--- src/rtl/mesh_router_sync.sv ---
// mesh_router_sync
//   One node of the synchronous 2-D mesh. There are five ports, indexed
//   p = 0..4 as PE, N, E, S and W. Each input has its own FIFO. The head of
//   every FIFO is routed dimension-ordered: XY or YX, chosen by ROUTE_MODE.
//   Every output has an independent round-robin arbiter that feeds a single
//   registered output stage. A head whose destination lies outside the mesh
//   is dropped, and drop_cnt counts these drops.
//
// Ports (lane p of a packed bus is [p*WIDTH +: WIDTH]):
//   clk        rising-edge clock
//   rst_n      asynchronous active-low reset
//   in_data    5 input flits, flit = {dst_x, dst_y, payload}
//   in_valid   per-input valid
//   in_ready   per-input ready (= FIFO not full)
//   out_data   5 registered output flits
//   out_valid  per-output registered valid
//   out_ready  per-output downstream ready
//   drop_cnt   saturating count of out-of-mesh flits discarded
module mesh_router_sync #(
  parameter int WIDTH      = 15,
  parameter int X_W        = 2,
  parameter int Y_W        = 2,
  parameter int ROW        = 4,
  parameter int COL        = 4,
  parameter int X_POS      = 0,
  parameter int Y_POS      = 0,
  parameter int DEPTH      = 4,
  parameter int ROUTE_MODE = 0
) (
  input  logic               clk,
  input  logic               rst_n,
  input  logic [5*WIDTH-1:0] in_data,
  input  logic [4:0]         in_valid,
  output logic [4:0]         in_ready,
  output logic [5*WIDTH-1:0] out_data,
  output logic [4:0]         out_valid,
  input  logic [4:0]         out_ready,
  output logic [7:0]         drop_cnt
);

  localparam int PW = (DEPTH > 1) ? $clog2(DEPTH) : 1;
  localparam int CW = $clog2(DEPTH + 1);

  localparam logic [2:0] P_PE = 3'd0;
  localparam logic [2:0] P_N  = 3'd1;
  localparam logic [2:0] P_E  = 3'd2;
  localparam logic [2:0] P_S  = 3'd3;
  localparam logic [2:0] P_W  = 3'd4;

  // FIFO storage and state
  logic [WIDTH-1:0]        mem_q [5][DEPTH];
  logic [4:0][PW-1:0]      rd_q, rd_d, wr_q, wr_d;
  logic [4:0][CW-1:0]      cnt_q, cnt_d;

  // Head decode
  logic [4:0][WIDTH-1:0]   head;
  logic [4:0][2:0]         dir;
  logic [4:0]              nonempty, drop_now, push, pop;

  // Arbitration: req[o][p] = input p requests output o
  logic [4:0][4:0]         req;
  logic [4:0][2:0]         win;
  logic [4:0]              found, load;
  logic [4:0][2:0]         rr_q, rr_d;

  // Output stages and drop counter
  logic [4:0]              ov_q, ov_d;
  logic [5*WIDTH-1:0]      od_q, od_d;
  logic [7:0]              drop_q, drop_d;

  function automatic logic off_mesh(input logic [X_W-1:0] dx, input logic [Y_W-1:0] dy);
    return (int'(dx) >= COL) || (int'(dy) >= ROW);
  endfunction

  function automatic logic [2:0] route(input logic [X_W-1:0] dx, input logic [Y_W-1:0] dy);
    int x;
    int y;
    logic [2:0] r;
    x = int'(dx);
    y = int'(dy);
    if (ROUTE_MODE == 0) begin
      if (x > X_POS)      r = P_E;
      else if (x < X_POS) r = P_W;
      else if (y > Y_POS) r = P_N;
      else if (y < Y_POS) r = P_S;
      else                r = P_PE;
    end else begin
      if (y > Y_POS)      r = P_N;
      else if (y < Y_POS) r = P_S;
      else if (x > X_POS) r = P_E;
      else if (x < X_POS) r = P_W;
      else                r = P_PE;
    end
    return r;
  endfunction

  // Returns {found, index} of the first request at or after ptr, wrapping.
  // The scan runs from farthest to nearest so the nearest request wins.
  function automatic logic [3:0] rr_pick(input logic [4:0] rq, input logic [2:0] ptr);
    logic [3:0] r;
    int idx;
    r = '0;
    for (int k = 4; k >= 0; k--) begin
      idx = int'(ptr) + k;
      if (idx >= 5) idx = idx - 5;
      if (rq[idx[2:0]]) r = {1'b1, idx[2:0]};
    end
    return r;
  endfunction

  function automatic logic [PW-1:0] ptr_inc(input logic [PW-1:0] p);
    return (p == PW'(DEPTH - 1)) ? '0 : p + PW'(1);
  endfunction

  function automatic logic [7:0] sat_add(input logic [7:0] cnt, input logic [4:0] d);
    logic [8:0] s;
    s = {1'b0, cnt};
    for (int p = 0; p < 5; p++) s = s + 9'(d[p]);
    return (s > 9'd255) ? 8'hFF : s[7:0];
  endfunction

  // Head decode, ready and route compute
  always_comb begin
    for (int p = 0; p < 5; p++) begin
      head[p]     = mem_q[p][rd_q[p]];
      nonempty[p] = (cnt_q[p] != '0);
      in_ready[p] = (cnt_q[p] != CW'(DEPTH));
      push[p]     = in_valid[p] & in_ready[p];
      drop_now[p] = nonempty[p] &
                    off_mesh(head[p][WIDTH-1 -: X_W], head[p][WIDTH-X_W-1 -: Y_W]);
      dir[p]      = route(head[p][WIDTH-1 -: X_W], head[p][WIDTH-X_W-1 -: Y_W]);
    end
  end

  // Per-output arbitration; dropped heads pop without competing
  always_comb begin
    req = '0;
    for (int o = 0; o < 5; o++) begin
      for (int p = 0; p < 5; p++) begin
        req[o][p] = nonempty[p] & ~drop_now[p] & (dir[p] == 3'(o));
      end
    end
    for (int o = 0; o < 5; o++) begin
      {found[o], win[o]} = rr_pick(req[o], rr_q[o]);
      load[o] = found[o] & (~ov_q[o] | out_ready[o]);
    end
    pop = drop_now;
    for (int o = 0; o < 5; o++) begin
      if (load[o]) pop[win[o]] = 1'b1;
    end
  end

  // Next state
  always_comb begin
    for (int p = 0; p < 5; p++) begin
      wr_d[p]  = push[p] ? ptr_inc(wr_q[p]) : wr_q[p];
      rd_d[p]  = pop[p]  ? ptr_inc(rd_q[p]) : rd_q[p];
      cnt_d[p] = cnt_q[p];
      if (push[p] && !pop[p])      cnt_d[p] = cnt_q[p] + CW'(1);
      else if (!push[p] && pop[p]) cnt_d[p] = cnt_q[p] - CW'(1);
    end
    ov_d = ov_q;
    od_d = od_q;
    rr_d = rr_q;
    for (int o = 0; o < 5; o++) begin
      if (load[o]) begin
        ov_d[o]                 = 1'b1;
        od_d[o*WIDTH +: WIDTH]  = head[win[o]];
        rr_d[o]                 = (win[o] == 3'd4) ? 3'd0 : win[o] + 3'd1;
      end else if (out_ready[o]) begin
        ov_d[o] = 1'b0;
      end
    end
    drop_d = sat_add(drop_q, drop_now);
  end

  // Registered control, output stage and counters
  always_ff @(posedge clk or negedge rst_n) begin
    if (!rst_n) begin
      rd_q   <= '0;
      wr_q   <= '0;
      cnt_q  <= '0;
      rr_q   <= '0;
      ov_q   <= '0;
      od_q   <= '0;
      drop_q <= '0;
    end else begin
      rd_q   <= rd_d;
      wr_q   <= wr_d;
      cnt_q  <= cnt_d;
      rr_q   <= rr_d;
      ov_q   <= ov_d;
      od_q   <= od_d;
      drop_q <= drop_d;
    end
  end

  // FIFO storage; contents need no reset because the counts gate them
  always_ff @(posedge clk) begin
    for (int p = 0; p < 5; p++) begin
      if (push[p]) mem_q[p][wr_q[p]] <= in_data[p*WIDTH +: WIDTH];
    end
  end

  assign out_valid = ov_q;
  assign out_data  = od_q;
  assign drop_cnt  = drop_q;

endmodule

--- config.mk ---
export PLATFORM = sky130hd
export DESIGN_NAME = mesh_router_sync
export DESIGN_NICKNAME = d
export VERILOG_FILES = /design/src/rtl/mesh_router_sync.sv
export SDC_FILE = /design/constraint.sdc
export NUM_CORES = 1
export LEC_CHECK = 0
export CAP_MARGIN = 20
export CORE_UTILIZATION = 59
export DETAILED_ROUTE_END_ITERATION = 10
export GPL_TIMING_DRIVEN = 0
export PLACE_DENSITY_LB_ADDON = 0.12
export SYNTH_ARGS = -nofsm -noshare
export SYNTH_HDL_FRONTEND = slang
export SYNTH_SLANG_ARGS = --single-unit
--- constraint.sdc ---
create_clock -name clk -period 6.8 [get_ports clk]
set_input_delay 1.7 -clock clk [delete_from_list [all_inputs] [get_ports clk]]
set_output_delay 1.7 -clock clk [all_outputs]
set_load 0.02 [all_outputs]
Yosys cells after proc, flatten, opt, wreduce, memory -nomap -nowiden
Memories as Yosys holds them, arrays and structs flattened.
Cells that the tools add are included.

operators by class
  add/sub/neg operators = 70
  order comparisons = 86
  equality and inequality tests = 40
  multiplexer cells = 205
  bitwise gates (word level) = 59
  reductions and logical operators = 50

operator list
  kind                                                                    count
  15-bit 2-to-1 mux                                                       20
  60-bit 2-to-1 mux                                                       5
  15-bit binary-select mux with 3-bit select                              5
  15-bit binary-select mux with 2-bit select                              5
  15-bit demux with 2-bit select                                          5
  3-bit 2-to-1 mux                                                        45
  3-bit by 4-bit < comparator with 1-bit output (second input constant)   30
  4-bit 2-to-1 mux                                                        25
  4-bit by 3-bit >= comparator with 1-bit output (second input constant)  20
  1-bit binary-select mux with 3-bit select                               25
  3-bit subtractor (second input constant)                                25
  1-bit 2-to-1 mux                                                        50
  3-bit >= comparator (second input constant)                             15
  3-bit by 2-bit adder with 4-bit output (second input constant)          10
  1-bit AND                                                               35
  3-bit by 1-bit adder with 3-bit output (second input constant)          10
  3-bit by 2-bit equality test with 1-bit output (second input constant)  10
  3-bit equality test (second input constant)                             10
  2-bit NOT with 3-bit output                                             10
  5-bit 2-to-1 mux                                                        5
  2-bit by 1-bit adder with 2-bit output (second input constant)          10
  3-bit by 1-bit adder with 4-bit output (second input constant)          5
  3-bit by 3-bit adder with 4-bit output (second input constant)          5
  2-bit equality test (second input constant)                             10
  17 further kinds                                                        115

storage, ports and cells
  flip-flop bits (word level) = 131
  bits in writable memories = 300
  input port bits = 87
  output and inout port bits = 93
  logic and storage cells = 542
  memories = 1

memories
  memory  words  width  rd ports  clocked after Yosys merged registers in  wr ports  RTL line  source
  mem_q   5      60     5         0                                        5         51        logic [WIDTH-1:0] mem_q [5][DEPTH];

Depth between registers and ports, before layout
Gate-level depths: netlist of the first run.

  depth in word-level cells = 32
  depth in mapped cells = 24
  depth with buffers taken out = 21

Worst setup path before layout of the first run
No wires, ideal clock.

  kind = reg-to-reg
  start point = register rr_q[3] in the netlist's numbering
  end point = register cnt_q[5] in the netlist's numbering
  library setup time = 79 ps
  data arrival time = 4793 ps
  required time = 6721 ps
  path slack = 1927 ps
  stages on the path, launching flop included = 23
  path buffers = 3
  clock period less this slack = 4873 ps
  cell sequence = dfrtp_1 -> inv_1 -> clkbuf_1 -> ha_1 -> ha_1 -> clkbuf_1 -> a21oi_1 -> mux2i_1 -> mux2_2 -> a22o_1 -> nor4bb_1 -> a32o_1 -> buf_2 -> nor2_1 -> nand3_1 -> o221ai_1 -> inv_1 -> ha_1 -> inv_1 -> fa_1 -> xor2_1 -> nor2_1 -> xor2_1

on the way
  longest elaborated chain between the ends = 25
  elaborated cells between the ends (all ways) = 53
  those cells by class = add/sub: 9; order compare: 7; mux: 27; bitwise: 5; reduce/logical: 5

ends and longest elaborated chain
  what                                                                                                                                   RTL line  source
  from (decl)                                                                                                                            64        logic [4:0][2:0] rr_q, rr_d;
  from (signal assigned)                                                                                                                 191       rr_q <= rr_d;
  3-bit by 3-bit adder with 4-bit output                                                                                                 104       idx = int'(ptr) + k;
  4-bit by 3-bit >= comparator with 1-bit output or 3-bit subtractor (tied branches)                                                     105       if (idx >= 5) idx = idx - 5;
  3-bit 2-to-1 mux                                                                                                                       105
  1-bit binary-select mux with 3-bit select                                                                                              106       if (rq[idx[2:0]]) r = {1'b1, idx[2:0]};
  1-bit 2-to-1 mux (implied by the code)                                                                                                 106
  4-bit 2-to-1 mux (4 in a row)                                                                                                          106
  4-bit 2-to-1 mux (*)                                                                                                                   106
  3-bit by 4-bit < comparator with 1-bit output (implied by the code) or 3-bit by 1-bit >= comparator with 1-bit output (tied branches)  149       if (load[o]) pop[win[o]] = 1'b1;
  [... 6 more ...]                                                                                                                       n/a
  5-bit 2-to-1 mux (*)                                                                                                                   149
  5-bit OR (no source line)                                                                                                              n/a
  5-bit 2-to-1 mux (*)                                                                                                                   149
  5-bit OR (no source line)                                                                                                              n/a
  5-bit 2-to-1 mux (*)                                                                                                                   149
  1-bit zero test                                                                                                                        159       if (push[p] && !pop[p]) cnt_d[p] = cnt_q[p] + CW'(1);
  1-bit logical AND                                                                                                                      159
  3-bit 2-to-1 mux or 2-bit nonzero test (tied branches)                                                                                 n/a
  to (signal assigned)                                                                                                                   190       cnt_q <= cnt_d;
  to (decl)                                                                                                                              53        logic [4:0][CW-1:0] cnt_q, cnt_d;

Every way passes the cells marked *; elsewhere a longest branch is shown, timed or not. The select of a mux whose other input is x is not followed.
A chain may end at the register's enable or synchronous reset.

Worst setup path in the final report of the first run
Same ends and word-level chain as after synthesis.

==> results, run 1 <==
- The number of warnings reported in the yosys synthesis log is 0.
- Setup repair after global routing left no endpoint under its margin.
- The worst path uses 94.76% of the clock period.
- The estimated wirelength of the detail-placed design is 40500 um.
- The top fanout value on the critical path is 11.
- Dividing the detail-routed wire length by the instance count gives 24.04 um.
- The final count of hold timing violations came to 0.
- Synthesis instantiated 96 different standard cells from the library.
- The post-detailed-routing wire length is 55360 um.
- After clock tree synthesis, the setup repair step added 0 buffers.
- The synthesized design contains 300 enable-type register cells.
- The count of input and output buffers is 154.
- The tightest min-delay check is of the register to register type.
- The antenna diode count is 0.
- 180 I/O pins were placed.
- At the later pin of the worst-skew pair, clock insertion delay measures 580 ps.
- Data on the critical path arrives at its endpoint at 6930 ps.
- The post-synthesis async set-or-reset flop share is 26.47%.
- Buffers inserted to repair hold after CTS numbered 0.
- Global routing used 30.80% of the available tracks across all layers.
- Summing every instance area after synthesis gives 0.02101 mm^2.
- The worst pin sits at a relative slew slack of 40.93%.
- Clock skew on the completed layout was measured at 25.77 ps.
- The area of the die is 0.03637 mm^2.
- Leaving out filler cells and counting taps, the final layout contains 2303.
- For this configuration, the core starts out at a cell density of 60.37%.
- The minimum clock period is 6444 ps.
- Setup violations remaining at the end of the flow were counted as 0.
- At the end of routability-driven placement, the weighted congestion stood at 0.9108.
- The first global-routing pass estimated 83120 um of wire.
- A synthesized cell averages 13.20 um^2.
- After floorplanning, the core was divided into 68 placement rows.
- The footprint of the multi-input gates is 0.008518 mm^2.
- The number of fillers in the final layout is 2382.
- The longest clock path from root to sink contains 3 buffers.
- The number of antenna violations at the first check in global routing was 0.
- The post-synthesis to final-layout area growth is 16.91%.
- The first-pass detailed-route iteration total is 5.
- The count of max-cap constraint violations is 0.
- For this run, the top clock speed supported by timing is 0.1552 GHz.
- The sequential cell area is 0.01171 mm^2.
- The count of final max-slew check failures is 0.
- The top flip-flop cell by instance count after synthesis is edfxtp_1.
- The sequential cell area fraction in the yosys report is 55.74%.
- The pin count of the biggest net entering global routing is 59.
- The cell count after synthesis is 1592.
- The H-tree was split into 2 levels.
- STA classifies the critical path startpoint as a register.
- The routed via count is 14480.
- In the final layout, the share of cells above drive strength 1 is 13.64%.
- The register bit total from synthesis is 408.
- TritonCTS built the clock tree.
- The floorplan step set the die width to 190.7 um.
- The worst setup path is captured at a register.
- Clock-pin slew was measured on the worst setup and hold paths at 60 ps.
- The residual DRC count is 0.
- Data on the critical path is required at its endpoint by 7280 ps.
- The number of buffers added by the clock tree synthesis step is 42.
- Once the clock tree was built, the resizer swapped 0 gates to a different size.
- The flow ran to the end, and the final reports show no timing, DRC or antenna violations.
- The floorplan core area is 0.03480 mm^2.
- The total placed cells including tap cells is 2226.
- After global routing the overflow that remains totals 0.
- The core occupancy in the finished layout is 70.58%.
- Once detail routing completed, the nets flagged for antenna violations numbered 0.
- The CTS sink count is 408.
- The tree is rooted in a clkbuf_16.
- The transition time at the pin with the least slew margin is 886.0 ps.
- The final-stage net count is 1970.
- The via count of the first global-routing pass was 14180.
- The die height is 190.7 um.
- The setup path with the least slack is of type register to register.
- The via-per-instance ratio is 6.287.
- After the first detailed-routing iteration, the DRC count stood at 1074.
[path summary, 6_finish.rpt]
path	startpoint	end	slack [ps]	cells after the start
max	rr_q[3]$_DFFE_PN0N_	cnt_q[5]$_DFFE_PN0P_	360	22
min	out_data[59]$_DFFE_PN0P_	out_data[59]$_DFFE_PN0P_	450	1
max reg2reg	rr_q[3]$_DFFE_PN0N_	cnt_q[5]$_DFFE_PN0P_	360	22
min reg2reg	out_data[59]$_DFFE_PN0P_	out_data[59]$_DFFE_PN0P_	450	1
max in group asynchronous	rst_n	wr_q[6]$_DFFE_PN0P_	5010	2
min in group asynchronous	rst_n	cnt_q[8]$_DFFE_PN0P_	1090	1
[cells in the mapped netlist (18+ instances only)]
master	n	share of area, %
nor2_1	103	1.8
nand2b_1	22	0.66
mux2i_1	60	2.9
nand2_1	84	1.5
inv_1	60	1.1
o21ai_0	48	1.1
a22o_1	30	1.3
buf_4	27	0.96
buf_2	19	0.45
mux4_2	75	8.0
and3_1	48	1.4
o221ai_1	18	0.75
a211oi_1	28	1.0
clkbuf_1	60	1.1
edfxtp_1	300	43
mux2_2	24	1.3
nor2b_1	43	1.3
dfrtp_1	108	13
ha_1	60	3.6
a21oi_1	62	1.5
[layout make-up]
type | instances | area share [%]
multi-input cells | 1026 | 34.68
inverters | 65 | 0.9934
well taps | 455 | 2.318
clock buffers | 60 | 4.636
plain buffers | 116 | 2.532
clock inverters | 17 | 0.7336
repair buffers | 156 | 6.424
flip-flops and latches | 408 | 47.68
[layer usage]
layer	up-vias	part of all wire (%)	wire length, um	global-route usage (%)
li1	6513	-	-	-
met1	7272	41	22850	41.67
met2	605	49	27370	51.05
met3	90	6.6	3673	5.042
met4	0	2.6	1464	9.938
met5	-	0	0	0
[registers in the layout, indices dropped and copies added (netlist names)]
register and count:
mem_q 300, cnt_q 15, wr_q 10, out_data 60, rd_q 10, out_valid 4
rr_q 9
[stage by stage]
step	hold WS (ps)	TNS, ps	setup slack, ps	instance area, um^2
2_1_floorplan	456.3	0	1927	21100
3_3_place_gp	438.6	-71870	-684.6	23210
3_5_place_dp	446.0	0	550.2	23240
4_1_cts	457.5	0	516.1	24560
5_1_grt	465.7	0	136.6	24560
6_report	449.5	0	356.1	24560
[cell families after synthesis]
kind of cell,Yosys count,share of synthesized area [%]
XOR/XNOR,24,1.001
AO/OA/AOI/OAI,324,11.45
flip-flops,408,55.74
other,1,0.01785
AND/OR/NAND/NOR,420,10.62
buffers and inverters,181,4.121
multiplexers,166,12.70
adder cells (fa/ha/maj),68,4.336
[cells in the final DEF, fill, tap and decap left out, types with 8 or more instances in the layout]
cell / synthesis / layout
a211oi_1: 28 / 28
a21oi_1: 62 / 62
a221o_1: 16 / 16
a221oi_1: 9 / 9
a22o_1: 30 / 30
and2_1: 9 / 9
and3_1: 48 / 48
buf_2: 19 / 19
buf_4: 27 / 28
clkbuf_1: 60 / 76
clkbuf_16: 0 / 42
clkdlybuf4s50_1: 0 / 153
conb_1: 1 / 24
dfrtp_1: 108 / 108
edfxtp_1: 300 / 300
fa_1: 8 / 8
ha_1: 60 / 60
inv_1: 60 / 60
mux2_2: 24 / 24
mux2i_1: 60 / 60
mux4_2: 75 / 75
nand2_1: 84 / 84
nand2b_1: 22 / 22
nand3_1: 9 / 9
nor2_1: 103 / 103
nor2b_1: 43 / 43
nor3_1: 16 / 16
o21ai_0: 48 / 48
o221ai_1: 18 / 18
o22ai_1: 11 / 11
o31ai_1: 14 / 14
or3_1: 13 / 13
or4_1: 16 / 16
xnor2_1: 14 / 14
xor2_1: 10 / 10
[critical path, stage by stage (launching register included)]
cell and delay [ps]:
dfrtp_1 520, inv_1 230, clkbuf_1 520, ha_1 340, ha_1 250, clkbuf_1 200, a21oi_1 290, mux2i_1 440
mux2_2 400, a22o_1 300, nor4bb_1 410, a32o_1 210, buf_2 250, nor2_1 230, nand3_1 180, o221ai_1 320
inv_1 190, ha_1 200, inv_1 60, fa_1 380, xor2_1 170, nor2_1 110, xor2_1 140
Power of run 1 is left out: the tool's default activity adds up to more than one toggle a clock period on the data nets, which glitch-free logic cannot reach.
==> run 2: changes to the inputs <==
- CORE_MARGIN: not set -> 10
- CORE_UTILIZATION: 59 -> 63
- clock period: 6.8 -> 7.7 ns (I/O delays scaled with it)
==> run 2 against run 1 <==
Against the previous run: global-route usage down 3.5 points; clock-buffer cell count is 1 lower; final cell count down 0.52%; worst setup slack improved by 890 ps; die area increased by 13%.
==> results, run 2 (same netlist as run 1, synthesis figures left out) <==
- The final count of hold timing violations is 0.
- The count of input and output buffers is 154.
- In the routed design, unresolved DRC markers number 0.
- In this run the standard cell core region covers 0.03270 mm^2.
- From bottom edge to top edge, the die measures 202.6 um.
- The die covers 0.04105 mm^2.
- The number of nets with antenna violations after detailed routing is 0.
- The final instance area is 0.02458 mm^2.
- At the worst endpoint, the required time is 8170 ps.
- The maximum count of clock buffers along a single path is 3.
- After clock tree synthesis, the clock-pin slew on the worst setup and hold paths is 60 ps.
- The via-per-instance ratio is 6.435.
- At the worst endpoint, the arrival time is 6920 ps.
- The worst hold path cell count is 1.
- STA classifies the critical path endpoint as a register.
- The category of the worst setup path launch point is a register.
- The area after detailed placement is 0.02323 mm^2.
- After clock tree synthesis, the setup repair step added 0 buffers.
- The launch point of the critical path is rr_q[3]$_DFFE_PN0N_.
- The most common library cell in the layout ignoring fill and taps is edfxtp_1.
- The worst hold path terminates at out_data[49]$_DFFE_PN0P_.
- The post-synthesis to final-layout area growth is 17.00%.
- The worst path uses 83.84% of the clock period.
- The total setup violations reported at the end of the flow is 0.
- The share of cells above drive strength 1 is 13.63%.
- The via count of the first global-routing pass is 14770.
- The number of cells traversed by the worst register-to-register path is 21.
- The number of antenna violations at the first check in global routing is 0.
- Clock skew on the completed layout was measured at 21.51 ps.
- In this run the most critical hold path is launched from out_data[49]$_DFFE_PN0P_.
- During I/O placement, the number of pins put on the boundary was 180.
- The final RePlAce weighted congestion is 0.9343.
- The critical path is of the register to register type.
- The routed via count is 14740.
- Clock latency on the worst-skew pair, taken at its later pin, is 560 ps.
- The wire-length estimate of the detail-placed layout is 41830 um.
- TritonCTS built the clock tree.
- The CTS sink count is 408.
- The count of final max-slew check failures is 0.
- The smallest clock period supported by the final layout is computed as 6455 ps.
- The total congestion overflow after global routing is 0.
- The register with the most flip-flops in the layout has 300 of them.
- After clock tree synthesis, the flow added hold-fix buffers numbering 0.
- The violation count after the first detailed-routing iteration is 1641.
- The root buffer cell is clkbuf_16.
- The library cells used most frequently in the layout, excluding fill and tap cells, are edfxtp_1 (300), clkdlybuf4s50_1 (153), dfrtp_1 (108), nor2_1 (103), nand2_1 (84).
- Measured along the x axis, the die boundary spans 202.6 um.
- The class of the worst hold path is register to register.
- The cell row count is 66.
- The number of clock buffers added by TritonCTS is 42.
- In this run, post-CTS repair resized a total of 0 instances.
- Max-cap violations in this run came to 0.
- The run finished with clean final reports.
- In the final routed layout, each cell accounts on average for 24.98 um.
- Global routing used 27.26% of the available tracks.
- The effective utilization at floorplan is 64.24%.
- The pin count of the biggest net entering global routing is 75.
- The final-stage net count is 1970.
- The pre-antenna-repair detailed-routing pass consisted of 6 iterations.
- Static timing analysis puts the maximum clock frequency at 0.1549 GHz.
- Setup repair after global routing left no endpoint under its margin.
- Setup slack on the worst reg-to-reg path comes out at 1240 ps.
- The worst slew slack as a fraction of its limit is 37.46%.
- The global-route wire length before repair is 86840 um.
- 0 antenna diodes ended up in the layout.
- In this run the critical register-to-register path is captured at cnt_q[5]$_DFFE_PN0P_.
- The transition time at the pin with the least slew margin is 938.1 ps.
- The total number of H-tree levels is 2.
- In this run the critical register-to-register path is launched from rr_q[3]$_DFFE_PN0N_.
- The post-detailed-routing wire length is 57220 um.
- The top fanout value on the critical path is 11.
-- run 2: cell types whose count changed in the layout (fill, tap and decap cells not counted) --
cell / change
clkinv_1: +5
clkbuf_1: -4
clkbuf_8: +3
clkinv_2: -2
clkinv_4: -2
inv_6: +2
clkinvlp_4: -1
inv_16: +1
inv_8: -1
-- run 2: worst max path at each step --
stage,end,cells after the start
global placement,out_valid[1]$_DFFE_PN0P_,1
detailed placement,cnt_q[5]$_DFFE_PN0P_,21
CTS,cnt_q[5]$_DFFE_PN0P_,21
global route,cnt_q[5]$_DFFE_PN0P_,21
finish,cnt_q[5]$_DFFE_PN0P_,21
floorplan,cnt_q[5]$_DFFE_PN0P_,22
-- run 2: area by class of cell --
type	instances	area, um^2
repair buffers	156	1578
fillers	2062	8120
well taps	442	553.0
plain buffers	116	621.8
flip-flops and latches	408	11710
clock inverters	19	190.2
inverters	65	244.0
clock buffers	59	1165
multi-input cells	1026	8518
-- run 2: per-stage QoR --
step,setup WS [ps],cells,hold WS (ps),TNS [ps],utilization [%]
finish,1245,2291,451.2,0,75.17
global route,896.1,2291,474.1,0,75.17
CTS,1366,2291,459.5,0,75.17
detailed placement,1386,2213,446.0,0,71.02
global placement,-211.4,2211,438.4,-21910,70.91
floorplan,2827,1615,456.3,0,-
-- run 2: per-layer routing --
| layer | global-route usage (%) | vias to the layer above | part of all wire, % |
|---|---|---|---|
| li1 | - | 6511 | - |
| met1 | 35.24 | 7358 | 39 |
| met5 | 0 | - | 0 |
| met4 | 8.233 | 0 | 2.9 |
| met3 | 4.856 | 127 | 8.4 |
| met2 | 46.26 | 747 | 50 |
-- run 2: critical path, cell delays in order (launching register included) --
cell and delay [ps]:
dfrtp_1 490, inv_1 190, clkbuf_1 500, ha_1 320, ha_1 240, clkbuf_1 200, a21oi_1 250, mux2i_1 460
mux2_2 400, a22oi_1 200, a2111oi_0 130, a221oi_1 800, nor2_1 420, nand3_1 180, o221ai_1 310, inv_1 190
ha_1 190, inv_1 60, fa_1 370, xor2_1 170, nor2_1 120, xor2_1 170
Power of run 2 is left out for the same reason.
==> run 3: changes to the inputs <==
- CORE_UTILIZATION: 63 -> 53
- clock period: 7.7 -> 5.75 ns (I/O delays scaled with it)
==> run 3 against run 2 <==
Against the previous run: cell area grew 0.93%; critical path type unchanged; wire length shrank 1.2%; register-to-register slack lost 980 ps; largest cell class unchanged; critical endpoint is now cnt_q[4]$_DFFE_PN0P_; flip-flop and latch count is the same.
==> results, run 3 (same netlist as run 1, synthesis figures left out) <==
- The run finished with clean final reports.
- The initial utilization of the core area, before any placement, comes to 53.98%.
- The critical path is of the register to register type.
- The number of nets with antenna violations after detailed routing is 0.
- The routed via count is 14300.
- For flop-to-flop paths, the worst setup slack is 270 ps.
- The post-detailed-routing wire length is 56560 um.
- The final RePlAce weighted congestion is 0.9352.
- The top cell types in the final layout, fill and taps aside, are edfxtp_1 (300), clkdlybuf4s50_1 (153), dfrtp_1 (107), nor2_1 (102), nand2_1 (84).
- The worst register-to-register path ends at cnt_q[4]$_DFFE_PN0P_.
- The worst slack after detailed placement is -599.2 ps.
- The highest clock rate is 0.1824 GHz.
- The violation count after the first detailed-routing iteration is 1244.
- In this run the worst path has a maximum fanout of 9.
- The source-to-sink clock delay at the later pin of the worst-skew pair is 570 ps.
- The number of clock buffers added by TritonCTS is 44.
- The flip-flop count of the largest register, all copies and words added is 300.
- Pin placement for this block handled 180 I/O pins.
- The floorplan step defined a die boundary enclosing 0.04800 mm^2.
- The class of the worst hold path is register to register.
- The most common library cell in the layout ignoring fill and taps is edfxtp_1.
- The average wire per cell in the routed design is 23.86 um.
- The first-pass detailed-route iteration total is 7.
- The via-per-instance ratio is 6.029.
- The count of max-cap constraint violations is 0.
- The startpoint of the worst-slack reg-to-reg timing path is rr_q[7]$_DFFE_PN0P_.
- The final instance area is 0.02481 mm^2.
- The number of antenna violations at the first check in global routing is 0.
- Counting I/O delays and the setup requirement, the final critical path takes 5482 ps.
- The worst hold path cell count is 1.
- The number of cells traversed by the worst register-to-register path is 18.
- The first global-routing pass estimated 85500 um of wire.
- Global routing finished with a remaining overflow of 0.
- The overall routing resource usage is 23.34%.
- The residual DRC count is 0.
- STA classifies the critical path endpoint as a register.
- The initialized floorplan defines 72 standard-cell rows.
- The category of the worst setup path launch point is a register.
- The tree is rooted in a clkbuf_16.
- The final count of hold timing violations is 0.
- STA puts the critical path data arrival time at 5920 ps.
- The final-stage net count is 1972.
- The die height is 219.1 um.
- Once placement finished, the instance area stood at 0.02332 mm^2.
- The floorplan core area is 0.03892 mm^2.
- Of the available clock period, the critical path in the final layout requires 95.34%.
- The global routing's busiest layer is met2.
- At the pin with the least slew margin, the transition time is 911.8 ps.
- The total number of H-tree levels is 2.
- Adding up every negative setup slack in the final design gives 0 ps.
- The maximum count of clock buffers along a single path is 3.
- After legalization and detailed placement, the total HPWL measured 42110 um.
- Entering global routing, the biggest net connects 72 pins.
- From synthesis to final layout, the design area changed by 18.09%.
- For the worst setup path, the data required time is 6190 ps.
- The worst hold path begins at out_data[57]$_DFFE_PN0P_.
- The count of final max-slew check failures is 0.
- Setup slack on the critical path of the routed design comes to 267.7 ps.
- The largest clock skew in the final design is 16.98 ps.
- The TritonCTS clock tree is yes.
- The via count of the first global-routing pass is 14050.
- The global-route track usage on met2 is 38.46%.
- The met1 track demand over resource in global routing is 31.41%.
- The total setup violations reported at the end of the flow is 0.
- Input and output buffers added on the ports amount to 154.
- CTS saw 408 sinks.
- For this run, global-route usage on met3 was measured as 3.563%.
- The share of cells above drive strength 1 is 14.74%.
- The x dimension of the die is 219.1 um.
- The core occupancy in the finished layout is 63.75%.
- Clock-pin slew was measured on the worst setup and hold paths at 60 ps.
- The hold-critical path endpoint is out_data[57]$_DFFE_PN0P_.
- Measured against its own limit, the worst slew margin works out to 39.21%.
run 3: layout make-up:
cell class                      count  area (um^2)
Antenna cell                        1        2.502
Buffer                            114        615.6
Clock buffer                       63         1275
Clock inverter                     18        165.2
Fill cell                        2993        14110
Inverter                           65        255.2
Multi-Input combinational cell   1026         8543
Sequential cell                   408        11710
Tap cell                          518        648.1
Timing Repair Buffer              158         1593
run 3: stage by stage:
step                      hold slack [ps]  instances
final                               450.6       2371
after floorplan                     456.3       1615
after CTS                           458.8       2369
after detailed placement            446.4       2289
after global routing                469.6       2370
after global placement              438.6       2287
run 3: how the worst max path moves through the flow:
stage                                   start                        to  slack (ps)  depth (start not counted)
after CTS                 rr_q[0]$_DFFE_PN0P_      cnt_q[4]$_DFFE_PN0P_          10                         18
after floorplan           rr_q[3]$_DFFE_PN0N_      cnt_q[5]$_DFFE_PN0P_         880                         22
after global routing      rr_q[0]$_DFFE_PN0P_      cnt_q[4]$_DFFE_PN0P_         -10                         18
after detailed placement  rr_q[4]$_DFFE_PN0N_      cnt_q[5]$_DFFE_PN0P_        -600                         20
after global placement                  rst_n  out_data[55]$_DFFE_PN0P_       -1620                          1
final                     rr_q[7]$_DFFE_PN0P_      cnt_q[4]$_DFFE_PN0P_         270                         18
run 3: timing repair:
| action | 4_1_cts | 5_1_grt |
|---|---|---|
| resized for setup | 6 | 8 |
| setup endpoints to repair | 11 | 8 |
| buffers inserted | 1 | 1 |
| hold buffers | 0 | 0 |
run 3: routing by layer:
metal  vias to the layer above  wire length (um)
met3                        84              3507
li1                       6515                 -
met4                         0              1404
met5                         -                 0
met2                       495             28080
met1                      7201             23570
run 3: worst max-delay path, cell delays in order, from the launching register on:
cell and delay [ps]:
dfrtp_1 580, inv_1 260, ha_1 340, clkbuf_1 330, inv_1 200, or3_1 430, a211oi_1 500, o31ai_1 140
and3_1 210, o32ai_2 360, nor2b_1 210, buf_2 220, nand2b_1 120, o221ai_2 350, inv_1 130, ha_1 230
inv_1 70, fa_1 400, mux2_2 270
Power of run 3 is left out for the same reason.
